### config.mk
export PLATFORM = sky130hd
export DESIGN_NAME = wb_writeback
export DESIGN_NICKNAME = d
export VERILOG_FILES = /design/src/rtl/wb_writeback.sv
export SDC_FILE = /design/constraint.sdc
export NUM_CORES = 1
export LEC_CHECK = 0
export BUFFER_PORTS_ARGS = -buffer_cell sky130_fd_sc_hd__clkbuf_2
export CORE_MARGIN = 10
export CORE_UTILIZATION = 35
export CTS_BUF_LIST = sky130_fd_sc_hd__clkbuf_4
export CTS_CLUSTER_DIAMETER = 200
export DETAILED_ROUTE_END_ITERATION = 6
export PLACE_DENSITY = 0.73
export SLEW_MARGIN = 10
export SYNTH_ARGS = -nofsm -noshare
export SYNTH_HDL_FRONTEND = slang
export SYNTH_SLANG_ARGS = --single-unit
### constraint.sdc
create_clock -name clk -period 4.7 [get_ports clk]
set_input_delay 0.705 -clock clk [delete_from_list [all_inputs] [get_ports clk]]
set_output_delay 0.705 -clock clk [all_outputs]
set_load 0.01 [all_outputs]
### src/rtl/wb_writeback.sv
// RV32I register-file write side: ALU / load / PC+4 select with load wait.
// Optional retire counter enabled by defining WB_RETIRE_CNT_EN.
module wb_writeback #(
  parameter int XLEN = 32
`ifdef WB_RETIRE_CNT_EN
  , parameter int CNT_W = 64
`endif
) (
  input  logic            clk,
  input  logic            rst_n,
  input  logic            i_valid,
  output logic            o_ready,
  input  logic [4:0]      i_rd_addr,
  input  logic [1:0]      i_wb_sel,
  input  logic [XLEN-1:0] i_alu_res,
  input  logic [XLEN-1:0] i_pc,
  input  logic [2:0]      i_funct3,
  input  logic [1:0]      i_byte_off,
  input  logic            i_mem_rvalid,
  input  logic [XLEN-1:0] i_mem_rdata,
  input  logic            i_mem_err,
  output logic [4:0]      rd_addr,
  output logic [XLEN-1:0] rd_val,
  output logic            o_wenable,
  output logic            o_pend_valid,
  output logic [4:0]      o_pend_addr,
  output logic            o_exc
`ifdef WB_RETIRE_CNT_EN
  , output logic [CNT_W-1:0] o_retire_cnt
`endif
);

  typedef enum logic {IDLE, WAIT_LOAD} state_t;

  localparam logic [1:0] SEL_ALU  = 2'd0;
  localparam logic [1:0] SEL_LOAD = 2'd1;
  localparam logic [1:0] SEL_PC4  = 2'd2;

  state_t          state_q, state_d;
  logic [4:0]      rd_addr_q, rd_addr_d;
  logic [XLEN-1:0] rd_val_q, rd_val_d;
  logic            wen_q, wen_d;
  logic            exc_q, exc_d;
  logic            pend_q, pend_d;
  logic [4:0]      pend_addr_q, pend_addr_d;
  logic [2:0]      f3_q, f3_d;
  logic [1:0]      off_q, off_d;
  logic            retire;
  logic            xfer;

  function automatic logic [XLEN-1:0] load_ext(
    input logic [2:0]      f3,
    input logic [1:0]      off,
    input logic [XLEN-1:0] w
  );
    logic [7:0]  b;
    logic [15:0] h;
    b = w[{off, 3'b000} +: 8];
    h = off[1] ? w[31:16] : w[15:0];
    case (f3)
      3'd0:    load_ext = {{24{b[7]}}, b};
      3'd4:    load_ext = {24'd0, b};
      3'd1:    load_ext = {{16{h[15]}}, h};
      3'd5:    load_ext = {16'd0, h};
      default: load_ext = w;
    endcase
  endfunction

  assign o_ready = (state_q == IDLE);
  assign xfer    = i_valid && o_ready;

  always_comb begin
    state_d     = state_q;
    rd_addr_d   = rd_addr_q;
    rd_val_d    = rd_val_q;
    wen_d       = 1'b0;
    exc_d       = 1'b0;
    pend_d      = pend_q;
    pend_addr_d = pend_addr_q;
    f3_d        = f3_q;
    off_d       = off_q;
    retire      = 1'b0;
    unique case (state_q)
      IDLE: begin
        if (xfer && i_wb_sel == SEL_LOAD) begin
          state_d     = WAIT_LOAD;
          pend_d      = 1'b1;
          pend_addr_d = i_rd_addr;
          f3_d        = i_funct3;
          off_d       = i_byte_off;
        end else if (xfer) begin
          retire = 1'b1;
          // x0 and wb_sel=none retire without touching the write port
          if (i_rd_addr != 5'd0 &&
              (i_wb_sel == SEL_ALU || i_wb_sel == SEL_PC4)) begin
            wen_d     = 1'b1;
            rd_addr_d = i_rd_addr;
            rd_val_d  = (i_wb_sel == SEL_ALU) ?
                        i_alu_res : i_pc + 32'd4;
          end
        end
      end
      WAIT_LOAD: begin
        if (i_mem_rvalid) begin
          state_d = IDLE;
          pend_d  = 1'b0;
          if (i_mem_err) begin
            exc_d = 1'b1;
          end else begin
            retire = 1'b1;
            if (pend_addr_q != 5'd0) begin
              wen_d     = 1'b1;
              rd_addr_d = pend_addr_q;
              rd_val_d  = load_ext(f3_q, off_q, i_mem_rdata);
            end
          end
        end
      end
      default: state_d = IDLE;
    endcase
  end

  always_ff @(posedge clk or negedge rst_n) begin
    if (!rst_n) begin
      state_q     <= IDLE;
      rd_addr_q   <= '0;
      rd_val_q    <= '0;
      wen_q       <= 1'b0;
      exc_q       <= 1'b0;
      pend_q      <= 1'b0;
      pend_addr_q <= '0;
      f3_q        <= '0;
      off_q       <= '0;
    end else begin
      state_q     <= state_d;
      rd_addr_q   <= rd_addr_d;
      rd_val_q    <= rd_val_d;
      wen_q       <= wen_d;
      exc_q       <= exc_d;
      pend_q      <= pend_d;
      pend_addr_q <= pend_addr_d;
      f3_q        <= f3_d;
      off_q       <= off_d;
    end
  end

  assign rd_addr      = rd_addr_q;
  assign rd_val       = rd_val_q;
  assign o_wenable    = wen_q;
  assign o_exc        = exc_q;
  assign o_pend_valid = pend_q;
  assign o_pend_addr  = pend_addr_q;

`ifdef WB_RETIRE_CNT_EN
  logic [CNT_W-1:0] cnt_q;

  always_ff @(posedge clk or negedge rst_n) begin
    if (!rst_n) begin
      cnt_q <= '0;
    end else if (retire) begin
      cnt_q <= cnt_q + 1'b1;
    end
  end

  assign o_retire_cnt = cnt_q;
`else
  logic unused_retire;
  assign unused_retire = retire;
`endif

endmodule
==> out/metrics.cfg, run 1 <==
[sta]
hold_viol_final = 0
tightest_slew_ns = 1.007
min_period_ns = 2.947
slew_viol_final = 0
clock_skew_ns = 0.01311
rsz0062_at_grt = false
min_period_over_period = 0.6270
fmaxAchievable_mhz = 339.3
setup_violations = 0
tns_ns = 0
relSlewSlack = 0.3280

[cts]
cts_buffers = 5
cts_hold_buf = 0
clkLatencyLatePin_ns = 0.36
cts_tree = yes
cts_max_level = 2
post_cts_buffers = 0
clockRootBuffer = clkbuf_4
path_clk_slew_ns = 0.16
clockBufferDepth = 2
cts_resized = 0
clkSinkCount = 51

[layout]
syn_to_final_growth_pct = 26.57
design_area_sq_um = 4601
final_common_cell = clkbuf_2
antenna_cells = 0
postLayoutCoreUtil = 0.4497
final_cell_mix = clkbuf_2, nand2_1, dfrtp_1, o21ai_0, nor2_1
layout.nets = 697
layout-drive-gt1-share = 0.3185

[global_routing]
grt_usage = 0.1864
grt_pass1_vias = 4161
grt_pass1_wl_microns = 22090
antenna_found_initial = 0
gr-total-overflow = 0
grt_max_degree = 52

[power_and_ir_drop]
switching_share = 0.3835
clock_power_share = 0.199
share_seq_of_total_power = 0.414
p_int_w = 0.0009623
total_power_w = 0.001561
leakagePower_nw = 2.102
p_switching_w = 0.0005987
power_density_nw_per_um2 = 339.3
combinationalPowerShare = 0.386
ir_drop_v = 0.0001756

[setup_path]
worstPathCellList = clkbuf_2 -> or4_1 -> o211ai_1 -> and2_1 -> buf_4 -> inv_1 -> o22ai_1 -> a21oi_1
crit_required_ns = 4.97
ff2ff_setup_slack_ns = 1.78
critPathLaunch = i_rd_addr[2]
startpoint_type = primary input
r2r-start = state_q
critPathArrivalTime_ns = 3.22
worst-path-max-fanout = 38
end_kind = flop
r2r-end = rd_val[16]
path_buf_inv = 3
cp_slowest_cell = inv_1
cpPeakStageDelay_ns = 0.53
reg2reg_depth = 8
critical_path_class = in -> reg
cp_top_family = buffers and inverters

[drt]
viasPerCell = 5.742
drtIter0Drc = 403
drc = 0
drt-total-wl_microns = 14460
avgRoutedWirePerCell_microns = 20.08
firstDrtPassIters = 5
ant_nets = 0
vias = 4134

[logic_synthesis]
synth_edf_count = 0
syn_nets = 563
netlist_instances = 449
async_flop_share = 1.000
synth_cell_types = 53
seq_area_frac_synth = 0.3511
avgSynthCellArea_sq_um = 8.095
synth_seq_cells = 51
netlist_area_sq_um = 3635
synthFlopType = dfrtp_1
ys_warn_count = 0

[die]
dieArea_sq_um = 14860
die_h_microns = 121.9
start_util = 0.3553
die_x_microns = 121.9
coreArea_sq_um = 10230
pin_count = 159
rows = 37

[placed_design]
placed_area_sq_um = 4488
numPortBuffers = 158
place_congestion = 0.9059
dp_hpwl_microns = 11700

[run]
maxCapViolCount = 0

[min_path]
hp-class = in -> async

[outcome]
status = completed

[through the flow]
stage | instances | setup WS, ns | hold WS (ns)
6_report | 720 | 1.753 | 0.4222
5_1_grt | 720 | 1.458 | 0.4750
4_1_cts | 719 | 1.653 | 0.4445
3_5_place_dp | 711 | 1.405 | 0.4649
3_3_place_gp | 711 | 1.442 | 0.4619
2_1_floorplan | 449 | 2.162 | 0.4094
[power groups by stage]
| stage | clock (W) | combinational, W | sequential [W] |
|---|---|---|---|
| after global placement | 0 | 0.000585 | 0.000652 |
| after CTS | 0.000317 | 0.000602 | 0.000644 |
| after detailed placement | 0 | 0.000601 | 0.000653 |
| after floorplan | 0 | 0.000309 | 0.000662 |
| final | 0.000311 | 0.000603 | 0.000647 |
| after global routing | 0.000331 | 0.000667 | 0.000662 |
[logic make-up after synthesis]
kind of cell / Yosys count / synth area share
multiplexers: 27 / 0.07711
buffers and inverters: 44 / 0.04647
AND/OR/NAND/NOR: 168 / 0.2272
XOR/XNOR: 11 / 0.02651
AO/OA/AOI/OAI: 147 / 0.2682
flip-flops: 51 / 0.3511
adder cells (fa/ha/maj): 1 / 0.003442
[metal layers]
layer	routed length (microns)	up-vias	GRT usage
li1	-	1965	-
met1	5736	1934	0.2255
met2	6708	215	0.3042
met3	1607	20	0.06244
met4	405	0	0.06259
met5	0	-	0
[area by class of cell]
cell class / count / area [sq um]
inverters: 9 / 33.78
flip-flops and latches: 51 / 1276
clock buffers: 6 / 45.04
multi-input cells: 354 / 2195
repair buffers: 162 / 820.8
clock inverters: 2 / 60.06
well taps: 136 / 170.2
fillers: 1017 / 5630
[synth_stat cells, types with 3 or more instances]
| cell type | n | share of area |
|---|---|---|
| buf_2 | 3 | 0.0041 |
| nand3_1 | 14 | 0.019 |
| xnor2_1 | 4 | 0.0096 |
| dfrtp_1 | 51 | 0.35 |
| nand4_1 | 6 | 0.010 |
| o21ai_0 | 41 | 0.056 |
| o21a_1 | 3 | 0.0062 |
| mux2i_1 | 19 | 0.052 |
| a31oi_1 | 9 | 0.015 |
| a211oi_1 | 7 | 0.014 |
| o31ai_1 | 15 | 0.031 |
| o211ai_1 | 5 | 0.010 |
| clkbuf_1 | 30 | 0.031 |
| xor2_1 | 7 | 0.017 |
| mux2_2 | 8 | 0.025 |
| a21oi_1 | 27 | 0.037 |
| nor4_1 | 10 | 0.017 |
| or3_1 | 7 | 0.012 |
| inv_1 | 9 | 0.0093 |
| o221ai_1 | 9 | 0.022 |
| or4_1 | 5 | 0.010 |
| nand2_1 | 52 | 0.054 |
| and3_1 | 9 | 0.015 |
| nor3_1 | 21 | 0.029 |
| nor2_1 | 32 | 0.033 |
| o31a_1 | 6 | 0.014 |
[worst max path at each step]
stage,to,slack [ns],cells after the start
after floorplan,rd_val[3],2.16,8
after global placement,rd_val[8],1.44,8
after CTS,rd_val[26],1.65,5
final,rd_val[8],1.75,8
after global routing,rd_val[8],1.46,8
after detailed placement,rd_val[8],1.40,8
[state kept, by name, indices dropped and copies added, names as in the netlist]
| signal | count |
|---|---|
| off_q | 2 |
| rd_addr | 5 |
| o_exc | 1 |
| state_q | 1 |
| o_wenable | 1 |
| rd_val | 32 |
| o_pend_valid | 1 |
| f3_q | 3 |
| o_pend_addr | 5 |
(Power assumes the default switching activity.)
==> inputs of run 2 (changes only) <==
==> constraint.sdc (replaced) <==
create_clock -name clk -period 3.1 [get_ports clk]
set_input_delay 0.465 -clock clk [delete_from_list [all_inputs] [get_ports clk]]
set_output_delay 0.465 -clock clk [all_outputs]
set_load 0.01 [all_outputs]
==> out/metrics.cfg, run 2 (synthesized netlist as in run 1, its figures left out) <==
[power_and_ir_drop]
clock_power_share = 0.199
ir_drop_v = 0.0002720
share_seq_of_total_power = 0.403
switching_share = 0.3828
power_density_nw_per_um2 = 511.7
combinationalPowerShare = 0.398
p_switching_w = 0.0009135
total_power_w = 0.002386
leakagePower_nw = 2.140
p_int_w = 0.001473

[layout]
largest_reg_flops = 32
layout-drive-gt1-share = 0.3277
syn_to_final_growth_pct = 28.30
final_cell_mix = clkbuf_2, nand2_1, dfrtp_1, o21ai_0, nor2_1
final_common_cell = clkbuf_2
design_area_sq_um = 4663
layout.nets = 705

[run]
maxCapViolCount = 0

[global_routing]
grt_max_degree = 39
grt_usage = 0.1945
gr-total-overflow = 0
antenna_found_initial = 1
grt_pass1_wl_microns = 22800
grt_pass1_vias = 4102

[sta]
min_period_ns = 2.547
fmaxAchievable_mhz = 392.7
min_period_over_period = 0.8215
hold_viol_final = 0
hold_ws_ns = 0.1307
slew_viol_final = 0
tightest_slew_ns = 0.9964
relSlewSlack = 0.3350
setup_ws_ns = 0.5535
tns_ns = 0
rsz0062_at_grt = false
clock_skew_ns = 0.02663
setup_violations = 0

[die]
pin_count = 159
start_util = 0.3553
rows = 37
die_x_microns = 121.9
dieArea_sq_um = 14860
coreArea_sq_um = 10230
die_h_microns = 121.9

[setup_path]
crit_required_ns = 3.41
critical_path_class = reg -> reg
startpoint_type = flop
endpoint = rd_val[26]
ff2ff_setup_slack_ns = 0.55
critPathLaunch = state_q
reg2reg_depth = 8
worst-path-max-fanout = 38
r2r-start = state_q
end_kind = flop
critPathArrivalTime_ns = 2.86
r2r-end = rd_val[26]

[drt]
drc = 0
avgRoutedWirePerCell_microns = 20.22
drtIter0Drc = 480
drt-total-wl_microns = 14740
viasPerCell = 5.676
ant_nets = 0
vias = 4138
firstDrtPassIters = 6

[cts]
path_clk_slew_ns = 0.16
cts_buffers = 5
cts_max_level = 2
cts_resized = 0
clkLatencyLatePin_ns = 0.38
cts_tree = yes
cts_hold_buf = 0
post_cts_buffers = 0
clkSinkCount = 51
clockRootBuffer = clkbuf_4
clockBufferDepth = 2

[placed_design]
numPortBuffers = 158
placed_area_sq_um = 4556
dp_hpwl_microns = 12030
pre_cts_ws_ns = 0.4917
place_congestion = 0.9507

[min_path]
hp-class = in -> async

[outcome]
status = completed

==> run 2: cell types whose count changed in the layout (fill, tap and decap cells not counted), sizes merged <==
cell / change
buf: +9
clkbuf: -1
diode: +1
==> run 2: power groups by stage <==
| stage | Sequential, W | Combinational (W) | Clock [W] |
|---|---|---|---|
| global route | 0.000986 | 0.00104 | 0.000509 |
| detailed placement | 0.000973 | 0.000945 | 0 |
| floorplan | 0.00100 | 0.000469 | 0 |
| finish | 0.000962 | 0.000949 | 0.000475 |
| CTS | 0.000959 | 0.000948 | 0.000484 |
| global placement | 0.000968 | 0.000930 | 0 |
==> run 2: stage by stage <==
| step | util | cells |
|---|---|---|
| 6_report | 0.4558 | 729 |
| 5_1_grt | 0.4558 | 729 |
| 4_1_cts | 0.4555 | 728 |
| 3_5_place_dp | 0.4453 | 720 |
| 3_3_place_gp | 0.4453 | 720 |
| 2_1_floorplan | - | 449 |
==> run 2: worst min path at each step <==
stage / startpoint / to / slack, ns / cells after the start
6_report: rst_n / rd_val[4] / 0.13 / 1
5_1_grt: rst_n / rd_val[4] / 0.17 / 1
4_1_cts: rst_n / rd_val[4] / 0.13 / 1
3_5_place_dp: o_pend_valid / o_pend_valid / 0.47 / 1
3_3_place_gp: rd_val[24] / rd_val[24] / 0.46 / 2
2_1_floorplan: rst_n / f3_q[0] / 0.17 / 0
==> run 2: worst max-delay path, stage by stage, from the launching register on <==
cell      delay (ns)
dfrtp_1         0.43
buf_4           0.19
nor2_1          0.10
o211ai_1        0.11
buf_4           0.17
and2_1          0.16
inv_1           0.72
o21ai_0         0.31
o31ai_2         0.30
==> run 2: layer usage <==
| metal | wire (microns) | global-route usage | up-vias | share of wire |
|---|---|---|---|---|
| met5 | 0 | 0 | - | 0 |
| met4 | 383 | 0.06781 | 0 | 0.026 |
| met1 | 5959 | 0.2516 | 1933 | 0.40 |
| met2 | 6889 | 0.3075 | 209 | 0.47 |
| met3 | 1506 | 0.05042 | 23 | 0.10 |
| li1 | - | - | 1973 | - |
==> run 2: final cells by class <==
class	instances	area [sq um]
antenna	1	2.502
multi-input combinational	354	2195
timing repair buffer	170	880.8
inverter	9	33.78
tap	136	170.2
fill	1048	5568
clock buffer	6	45.04
clock inverter	2	60.06
sequential	51	1276
